## config.mk

```make
export PLATFORM = sky130hd
export DESIGN_NAME = decode_cycle
export DESIGN_NICKNAME = d
export VERILOG_FILES = /design/src/rtl/riscv_pkg.sv /design/src/rtl/register_file.sv /design/src/rtl/decode_cycle.sv
export SDC_FILE = /design/constraint.sdc
export NUM_CORES = 2
export LEC_CHECK = 0
export CORE_MARGIN = 2
export CORE_UTILIZATION = 45
export CTS_BUF_LIST = sky130_fd_sc_hd__clkbuf_4 sky130_fd_sc_hd__clkbuf_8
export CTS_CLUSTER_DIAMETER = 120
export DETAILED_ROUTE_END_ITERATION = 8
export HOLD_SLACK_MARGIN = 0.05
export PLACE_DENSITY = 0.65
export SYNTH_ARGS = -nofsm -noshare
export SYNTH_HDL_FRONTEND = slang
export SYNTH_SLANG_ARGS = --single-unit
```

## constraint.sdc

```tcl
create_clock -name clk -period 3.9 [get_ports clk]
set_input_delay 0.585 -clock clk [delete_from_list [all_inputs] [get_ports clk]]
set_output_delay 0.585 -clock clk [all_outputs]
set_load 0.005 [all_outputs]
```

## src/rtl/riscv_pkg.sv

```systemverilog
// Shared RV32I definitions for the decode stage: opcodes, ALU and immediate-select
// encodings, the ID/EX bundle layout, and the helpers that decode ALU ops and immediates.
package riscv_pkg;

    localparam int XLEN   = 32;
    localparam int NREGS  = 32;
    localparam int REG_AW = $clog2(NREGS);

    localparam logic [6:0] OP_R      = 7'b0110011;
    localparam logic [6:0] OP_I      = 7'b0010011;
    localparam logic [6:0] OP_LOAD   = 7'b0000011;
    localparam logic [6:0] OP_STORE  = 7'b0100011;
    localparam logic [6:0] OP_BRANCH = 7'b1100011;
    localparam logic [6:0] OP_JAL    = 7'b1101111;
    localparam logic [6:0] OP_LUI    = 7'b0110111;

    typedef enum logic [3:0] {
        ALU_ADD   = 4'd0,
        ALU_SUB   = 4'd1,
        ALU_AND   = 4'd2,
        ALU_OR    = 4'd3,
        ALU_XOR   = 4'd4,
        ALU_SLL   = 4'd5,
        ALU_SRL   = 4'd6,
        ALU_SRA   = 4'd7,
        ALU_SLT   = 4'd8,
        ALU_SLTU  = 4'd9,
        ALU_PASSB = 4'd10
    } alu_ctrl_e;

    // IMM_NONE marks formats without an immediate; they produce zero.
    typedef enum logic [2:0] {
        IMM_I    = 3'd0,
        IMM_S    = 3'd1,
        IMM_B    = 3'd2,
        IMM_J    = 3'd3,
        IMM_U    = 3'd4,
        IMM_NONE = 3'd5
    } imm_src_e;

    typedef struct packed {
        logic              regWrite;
        logic              memWrite;
        logic              memToReg;
        logic              aluSrc;
        logic              branch;
        logic              bne;
        logic              jump;
        alu_ctrl_e         aluControl;
        logic [XLEN-1:0]   rd1;
        logic [XLEN-1:0]   rd2;
        logic [XLEN-1:0]   immExt;
        logic [REG_AW-1:0] rs1;
        logic [REG_AW-1:0] rs2;
        logic [REG_AW-1:0] rd;
        logic [XLEN-1:0]   pc;
        logic [XLEN-1:0]   pcPlus4;
    } idex_t;

    // SUB exists only in the register form; ADDI ignores funct7.
    function automatic alu_ctrl_e alu_decode(input logic [2:0] funct3,
                                             input logic       funct7b5,
                                             input logic       isReg);
        alu_ctrl_e op;
        case (funct3)
            3'b000:  op = (isReg && funct7b5) ? ALU_SUB : ALU_ADD;
            3'b001:  op = ALU_SLL;
            3'b010:  op = ALU_SLT;
            3'b011:  op = ALU_SLTU;
            3'b100:  op = ALU_XOR;
            3'b101:  op = funct7b5 ? ALU_SRA : ALU_SRL;
            3'b110:  op = ALU_OR;
            default: op = ALU_AND;
        endcase
        return op;
    endfunction

    function automatic logic [XLEN-1:0] imm_extend(input logic [31:0] instr,
                                                   input imm_src_e   src);
        logic [XLEN-1:0] imm;
        case (src)
            IMM_I:   imm = {{20{instr[31]}}, instr[31:20]};
            IMM_S:   imm = {{20{instr[31]}}, instr[31:25], instr[11:7]};
            IMM_B:   imm = {{19{instr[31]}}, instr[31], instr[7], instr[30:25], instr[11:8], 1'b0};
            IMM_J:   imm = {{11{instr[31]}}, instr[31], instr[19:12], instr[20], instr[30:21], 1'b0};
            IMM_U:   imm = {instr[31:12], 12'b0};
            default: imm = '0;
        endcase
        return imm;
    endfunction

endpackage

```

## src/rtl/register_file.sv

```systemverilog
// 32x32 register file: two combinational read ports that bypass the same-cycle
// writeback, one synchronous write port, x0 hardwired to zero.
module register_file
    import riscv_pkg::*;
(
    input  logic              clk_i,
    input  logic              rst_i,
    input  logic              we_i,
    input  logic [REG_AW-1:0] waddr_i,
    input  logic [XLEN-1:0]   wdata_i,
    input  logic [REG_AW-1:0] raddr1_i,
    input  logic [REG_AW-1:0] raddr2_i,
    output logic [XLEN-1:0]   rdata1_o,
    output logic [XLEN-1:0]   rdata2_o
);

    logic [XLEN-1:0] regs_q [NREGS];
    logic            writeEn;

    assign writeEn = we_i && (waddr_i != '0);

    always_ff @(posedge clk_i) begin
        if (rst_i) begin
            for (int i = 0; i < NREGS; i++) begin
                regs_q[i] <= '0;
            end
        end else if (writeEn) begin
            regs_q[waddr_i] <= wdata_i;
        end
    end

    // A write landing this edge is forwarded so decode never sees stale data.
    always_comb begin
        if (raddr1_i == '0) begin
            rdata1_o = '0;
        end else if (writeEn && (waddr_i == raddr1_i)) begin
            rdata1_o = wdata_i;
        end else begin
            rdata1_o = regs_q[raddr1_i];
        end
    end

    always_comb begin
        if (raddr2_i == '0) begin
            rdata2_o = '0;
        end else if (writeEn && (waddr_i == raddr2_i)) begin
            rdata2_o = wdata_i;
        end else begin
            rdata2_o = regs_q[raddr2_i];
        end
    end

endmodule

```

## src/rtl/decode_cycle.sv

```systemverilog
// RV32I decode stage: control decode, immediate generation, register read, branch
// target, and the flushable ID/EX pipeline register feeding execute.
module decode_cycle
    import riscv_pkg::*;
(
    input  logic              clk,
    input  logic              rst,
    input  logic [31:0]       InstrD,
    input  logic [XLEN-1:0]   PCPlus4D,
    input  logic              FlushE,
    input  logic              RegWriteW,
    input  logic [REG_AW-1:0] RdW,
    input  logic [XLEN-1:0]   ResultW,
    output logic [XLEN-1:0]   PcBranchD,
    output logic              BranchD,
    output logic              JumpD,
    output logic [REG_AW-1:0] Rs1D,
    output logic [REG_AW-1:0] Rs2D,
    output logic              IllegalD,
    output logic              RegWriteE,
    output logic              MemWriteE,
    output logic              MemToRegE,
    output logic              ALUSrcE,
    output logic              BranchE,
    output logic              BneE,
    output logic              JumpE,
    output logic [3:0]        ALUControlE,
    output logic [XLEN-1:0]   RD1E,
    output logic [XLEN-1:0]   RD2E,
    output logic [XLEN-1:0]   ImmExtE,
    output logic [REG_AW-1:0] Rs1E,
    output logic [REG_AW-1:0] Rs2E,
    output logic [REG_AW-1:0] RdE,
    output logic [XLEN-1:0]   PCE,
    output logic [XLEN-1:0]   PCPlus4E
);

    logic [6:0]      opcode;
    logic [2:0]      funct3;
    logic            funct7b5;
    logic            regWrite, memWrite, memToReg, aluSrc, branch, jump, knownOp;
    alu_ctrl_e       aluControl;
    imm_src_e        immSrc;
    logic [XLEN-1:0] immExt;
    logic [XLEN-1:0] pcD;
    logic [XLEN-1:0] rd1, rd2;
    idex_t           idex_d, idex_q;

    assign opcode   = InstrD[6:0];
    assign funct3   = InstrD[14:12];
    assign funct7b5 = InstrD[30];
    assign Rs1D     = InstrD[19:15];
    assign Rs2D     = InstrD[24:20];

    always_comb begin
        regWrite   = 1'b0;
        memWrite   = 1'b0;
        memToReg   = 1'b0;
        aluSrc     = 1'b0;
        branch     = 1'b0;
        jump       = 1'b0;
        knownOp    = 1'b1;
        aluControl = ALU_ADD;
        immSrc     = IMM_NONE;
        case (opcode)
            OP_R: begin
                regWrite   = 1'b1;
                aluControl = alu_decode(funct3, funct7b5, 1'b1);
            end
            OP_I: begin
                regWrite   = 1'b1;
                aluSrc     = 1'b1;
                immSrc     = IMM_I;
                aluControl = alu_decode(funct3, funct7b5, 1'b0);
            end
            OP_LOAD: begin
                regWrite = 1'b1;
                memToReg = 1'b1;
                aluSrc   = 1'b1;
                immSrc   = IMM_I;
            end
            OP_STORE: begin
                memWrite = 1'b1;
                aluSrc   = 1'b1;
                immSrc   = IMM_S;
            end
            OP_BRANCH: begin
                branch     = 1'b1;
                aluControl = ALU_SUB;
                immSrc     = IMM_B;
            end
            OP_JAL: begin
                jump     = 1'b1;
                regWrite = 1'b1;
                immSrc   = IMM_J;
            end
            OP_LUI: begin
                regWrite   = 1'b1;
                aluSrc     = 1'b1;
                immSrc     = IMM_U;
                aluControl = ALU_PASSB;
            end
            default: knownOp = 1'b0;
        endcase
    end

    // The all-zero word is fetch's reset bubble, not an illegal instruction.
    assign IllegalD  = !knownOp && (InstrD != 32'd0);
    assign BranchD   = branch;
    assign JumpD     = jump;
    assign immExt    = imm_extend(InstrD, immSrc);
    assign pcD       = PCPlus4D - 32'd4;
    assign PcBranchD = pcD + immExt;

    register_file u_regfile (
        .clk_i    (clk),
        .rst_i    (rst),
        .we_i     (RegWriteW),
        .waddr_i  (RdW),
        .wdata_i  (ResultW),
        .raddr1_i (Rs1D),
        .raddr2_i (Rs2D),
        .rdata1_o (rd1),
        .rdata2_o (rd2)
    );

    always_comb begin
        idex_d            = '0;
        idex_d.regWrite   = regWrite;
        idex_d.memWrite   = memWrite;
        idex_d.memToReg   = memToReg;
        idex_d.aluSrc     = aluSrc;
        idex_d.branch     = branch;
        idex_d.bne        = branch && funct3[0];
        idex_d.jump       = jump;
        idex_d.aluControl = aluControl;
        idex_d.rd1        = rd1;
        idex_d.rd2        = rd2;
        idex_d.immExt     = immExt;
        idex_d.rs1        = Rs1D;
        idex_d.rs2        = Rs2D;
        idex_d.rd         = InstrD[11:7];
        idex_d.pc         = pcD;
        idex_d.pcPlus4    = PCPlus4D;
    end

    // A flush inserts an all-zero bubble, which execute treats as a NOP.
    always_ff @(posedge clk) begin
        if (rst || FlushE) begin
            idex_q <= '0;
        end else begin
            idex_q <= idex_d;
        end
    end

    assign RegWriteE   = idex_q.regWrite;
    assign MemWriteE   = idex_q.memWrite;
    assign MemToRegE   = idex_q.memToReg;
    assign ALUSrcE     = idex_q.aluSrc;
    assign BranchE     = idex_q.branch;
    assign BneE        = idex_q.bne;
    assign JumpE       = idex_q.jump;
    assign ALUControlE = idex_q.aluControl;
    assign RD1E        = idex_q.rd1;
    assign RD2E        = idex_q.rd2;
    assign ImmExtE     = idex_q.immExt;
    assign Rs1E        = idex_q.rs1;
    assign Rs2E        = idex_q.rs2;
    assign RdE         = idex_q.rd;
    assign PCE         = idex_q.pc;
    assign PCPlus4E    = idex_q.pcPlus4;

endmodule

```

# --- After elaboration in Yosys (flattened, before gate mapping) ---
# Memory sizes are Yosys's and may differ from the RTL's. A register that Yosys moved wholly into a read port is not among the register bits.
# Index checks and enable logic that the tools add are counted.
totals:
  n_memories: 1
  input_bits: 105
  ram_bits: 1024
  register_bits: 122
  output_inout_bits: 231
memory_table:
  columns: ["name", "depth", "word_bits", "rd", "rd_ports_with_merged_regs", "write_ports", "line", "text"]
  rows:
  - ["u_regfile.regs_q", 32, 32, 2, 2, 32, "register_file.sv:17", "logic [XLEN-1:0] regs_q [NREGS];"]
op_classes:
  add_sub_neg: 2
  n_reduce_logical: 18
  n_eq_ne: 17
  mux: 22
ops:
  columns: ["operator", "n"]
  rows:
  - ["one-hot mux 32 bit (5 select lines)", 1]
  - ["one-hot mux 4 bit (7 select lines)", 2]
  - ["adder 32 bit", 1]
  - ["2-to-1 mux 32 bit", 1]
  - ["nonzero test 32 bit", 1]
  - ["OR reduction 32 bit", 1]
  - ["subtractor 32 x 3 -> 32 bit (second input constant)", 1]
  - ["== test 7 x 6 -> 1 bit (second input constant)", 3]
  - ["one-hot mux 4 bit (4 select lines)", 1]
  - ["2-to-1 mux 1 bit", 15]
  - ["one-hot mux 3 bit (5 select lines)", 1]
  - ["== test 7 bit (second input constant)", 2]
  - ["== test 3 x 2 -> 1 bit (second input constant)", 4]
  - ["== test 3 bit (second input constant)", 4]
  - ["logical NOT 5 bit", 2]
  - ["== test 7 x 2 -> 1 bit (second input constant)", 1]
  - ["== test 7 x 5 -> 1 bit (second input constant)", 1]
  - ["OR reduction 7 bit", 1]
  - ["== test 3 x 1 -> 1 bit (second input constant)", 2]
  - ["logical NOT 3 bit", 2]
  - ["OR reduction 2 bit", 3]
  - ["2-to-1 mux 5 bit", 1]
  - ["nonzero test 5 bit", 1]
  - ["OR reduction 5 bit", 1]
  - ["4 further kinds", 6]

# --- Depth between registers and ports, before layout ---
depth:
  depth_word: 7
  mapped_depth: 16

# --- Cells and area by module ---
# A second synthesis with hierarchy kept.
unflattened:
  cells_unflattened: 4724
  hier_area_um2: 63413.3
modules_own_cells:
  columns: ["module", "cells_each", "n_inst", "area_each_um2", "seq_area_each_um2"]
  rows:
  - ["register_file", 3918, 1, 55723.4, 30749.5]
  - ["decode_cycle", 806, 1, 7689.9, 3683.5]

# --- Worst setup path after synthesis ---
# Ideal clock, no wire load.
synth_path:
  kind: "input-to-output"
  startpoint: "input port InstrD[21]"
  endpoint: "output port PcBranchD[17]"
  arrival_time_ps: 3548
  path_stages: 13
  t_required_ps: 3315
  setup_slack_ps: -233
  cell_sequence: "clkbuf_1 -> clkbuf_1 -> clkbuf_1 -> a22oi_1 -> inv_1 -> ha_1 -> a211o_1 -> a21oi_1 -> a2111o_1 -> nor2b_1 -> o21bai_1 -> a2111o_1 -> nand3_1"
synth_rtl:
  columns: ["item", "line", "text"]
  rows:
  - ["start: declaration", "decode_cycle.sv:8", "input logic [31:0] InstrD,"]
  - ["end: declaration", "decode_cycle.sv:14", "output logic [XLEN-1:0] PcBranchD,"]

==> results.md <==
- Vias per cell: 6.29
- Post-Layout Cell Count: 6751
- Final wirelength: 219000 um
- First DRT Iteration DRCs: 6733
- Post-Syn Area: 62100 sq um
- Max Transition Viols Final: 0
- Pwr per Cell Area: 406 nW/um^2
- Slowest-stage cell, CP: or4_4
- DP HPWL: 130000 um
- Critical Path RT: 3.31 ns
- Final-report hold violation count: 0
- Largest fanout on the critical path: 4
- Syn-to-layout area delta: 21.7%
- Num CTS Buffers: 201
- Wire per inst: 32.4 um
- Initial antenna violation count: 22
- R2R depth: 6
- Worst path max stage delay: 0.56 ns
- CP Launch Type: primary input
- Fmax: 220 MHz
- Total GRT Usage: 30.8%
- Setup WS post-layout: -0.635 ns
- Fin nets: 4923
- Unrepaired setup endpoints after global routing: yes
- Clk_lat worst skew: 0.97 ns
- CTS tree: done
- Vias in the first global route: 42349
- #FFs+latches synth: 1208
- Arrival time at the worst endpoint: 3.95 ns
- Worst path depth: 17
- Post-synth ARST share: 0%
- Core area: 137000 sq um
- Synthesized area per cell: 14.8 sq um
- Mux contribution to synthesized area: 23.1%
- Via count: 42471
- Max cap viols: 0
- Placed cells: 6317
- Die Wd: 375 um
- Final Skew: 0.0516 ns
- Simple-gate share of the synthesized area: 13.9%
- Rel. slew slack: 20.7%
- Die area: 141000 sq um
- Boundary pin count: 336
- CP Cell Sequence: buf_6 > or4_4 > nor3_4 > nor3b_4 > or3b_4 > xnor2_4 > ha_4 > buf_6 > a21o_1 > nor2_1 > nand2_1 > o221a_4 > nor2_4 > buf_6 > o21bai_1 > xor2_1 > buf_2
- First-pass GRT wire length: 308000 um
- Complex-gate fraction of the synthesized area: 2.89%
- Sequential cell area fraction in the yosys report: 55.5%
- Max clock buf depth: 3
- Bufs and invs on worst path: 4
- Max VDD drop: 0.000342 V
- Starting Density: 45.3%
- H-tree Lvls: 4
- Initial DRT Pass Iterations: 6
- Leakage power: 0.0270 uW
- Tightest Pin Transition: 1.19 ns
- Prevailing post-synth register cell: edfxtp_1
- Height of the die: 375 um
- Post-synth EDFFs: 1024
- Min cycle time layout: 4.54 ns
- WS Path Type: in -> out
- Synth Instances: 4188
- Routed Antenna Nets: 0
- Largest net degree at the start of global routing: 122
- Clock Tree Root: clkbuf_8
- I/O Buffers: 335
- CP Capture Type: output port
- Largest family of logic cells by synthesized area: multiplexers
- CP top delay family: simple AND/OR/NAND/NOR gates
- CP dominant cell by count: buf_6
- Area share of xor/xnor cells in the synthesized design: 0.943%
- Final core utilization: 55.1%
- Clock Pin Slew Worst Setup and Hold Paths: 0.06 ns
- Adder-cell area share of the yosys netlist: 0.677%
- Layout cells sized above 1: 33.7%
- Failing checks: negative setup slack
- Hold depth: 3
- Synthesis Warnings: 0
- Period utilization: 116%
- Total grt overflow: 0
- Cell variety after synth: 73
- Final setup viols: 21
- Status: finished with violations
- Sink Count: 1208
- GP Congestion: 0.865
- Cell row count: 136
- Worst Hold Class: in -> reg
- Drc violations: 0
-- tightest hold or removal path, delay by kind of cell --
kind / cells / cell delay, ns
buffers and inverters: 2 / 0.25
and+or+nand+nor: 1 / 0.11
-- cell families (layout without fill, tap and decap cells) --
kind of cell	Yosys count	in the layout
xor+xnor	66	66
simple gates	1482	1482
other cells	1	43
compound gates	273	273
fa+ha+maj	33	33
flops	1208	1208
mux	672	672
buf+inv	453	1180
-- Yosys cell counts, types with 33 or more instances --
library cell / count / area [sq um]
nor2_1: 97 / 364
mux4_2: 607 / 13700
o21ai_0: 42 / 210
a21oi_1: 70 / 350
edfxtp_1: 1024 / 30700
mux2i_1: 64 / 641
dfxtp_1: 184 / 3680
buf_2: 72 / 360
xnor2_1: 37 / 324
a22oi_1: 33 / 248
or2_2: 37 / 231
and2_1: 943 / 5900
nor3_1: 168 / 841
nand2_1: 122 / 458
buf_1: 41 / 154
clkbuf_1: 279 / 1050
-- cell type report --
class / instances / area (sq um)
Antenna cell: 11 / 27.5
Clock buffer: 297 / 3620
Clock inverter: 67 / 494
Fill cell: 10918 / 61600
Inverter: 29 / 109
Multi-Input combinational cell: 2558 / 27200
Sequential cell: 1208 / 34400
Tap cell: 1794 / 2240
Timing Repair Buffer: 787 / 7370
-- where the power goes --
group | internal (uW) | switching [uW]
Combinational | 1940 | 2120
Clock | 6240 | 5380
Sequential | 14700 | 317
-- final timing paths --
check	slack, ns	from	end
min reg2reg	0.96	u_regfile.regs_q[27][23]$_SDFFCE_PN0P_	RD2E[23]$_SDFF_PP0_
max	-0.64	PCPlus4D[11]	PcBranchD[29]
min	0.05	PCPlus4D[21]	PCPlus4E[21]$_SDFF_PP0_
max reg2reg	1.60	u_regfile.regs_q[11][30]$_SDFFCE_PN0P_	RD1E[30]$_SDFF_PP0_
-- per-layer routing --
metal  track usage, %  wire, um
met3             8.09     27500
met1             41.7     81200
met4             13.1      9880
met2             47.2     99900
met5                0        31
-- flip-flops by register name (all words and copies together), names as in the netlist --
signal and flops:
ImmExtE 32, MemToRegE 1, Rs1E 5, Rs2E 5, RegWriteE 1, u_regfile.regs_q 1024
PCPlus4E 30, BneE 1, JumpE 1, PCE 32, ALUControlE 4, BranchE 1
RD1E 32, RD2E 32, ALUSrcE 1, RdE 5, MemWriteE 1
-- cell usage in the layout (no fill, tap or decap), types with 9 or more instances in the layout --
cell	Yosys	final
a211oi_1	16	14
a21o_1	32	31
a21oi_1	70	50
a21oi_2	0	12
a22oi_1	33	32
a31oi_1	17	16
and2_1	943	936
buf_12	0	44
buf_2	72	21
buf_4	29	366
buf_6	3	44
clkbuf_4	0	74
clkbuf_8	0	223
clkdlybuf4s50_1	0	276
clkinv_1	0	31
clkinv_2	0	18
conb_1	1	32
dfxtp_1	184	184
diode_2	0	11
dlygate4sd3_1	0	11
edfxtp_1	1024	1024
ha_1	32	13
ha_4	0	16
inv_1	29	28
mux2i_1	64	64
mux4_2	607	607
nand2_1	122	109
nand2_2	0	9
nand3_1	24	19
nor2_1	97	55
nor2_4	0	36
nor2b_1	21	19
nor3_1	168	161
nor4_1	12	9
o21ai_0	42	31
o22ai_1	14	12
or2_2	37	33
xnor2_1	37	24
xnor2_2	1	9
xor2_1	28	19
-- what timing repair did --
action,CTS,global route
endpoints found under the setup margin,30,26
endpoints found under the hold margin,17,0
resized for setup,310,87
cloned,0,0
pin swaps,97,70
hold buffers,11,0
buffers inserted,41,13
-- through the flow --
step                      area [sq um]  total power, uW  setup WS, ns  setup TNS (ns)  hold slack (ns)
after floorplan                  62300            17400       -0.0693          -0.151            0.657
after global placement           69800            19100         -1.47          -33.00            0.931
after detailed placement         69800            19200         -1.51          -33.96            0.943
after CTS                        75000            30700        -0.762           -8.36           0.0518
after global routing             75500            31500        -0.772          -10.59           0.0366
final                            75500            30700        -0.635           -8.40           0.0473
Note: power is estimated with default switching activity, not from simulation.
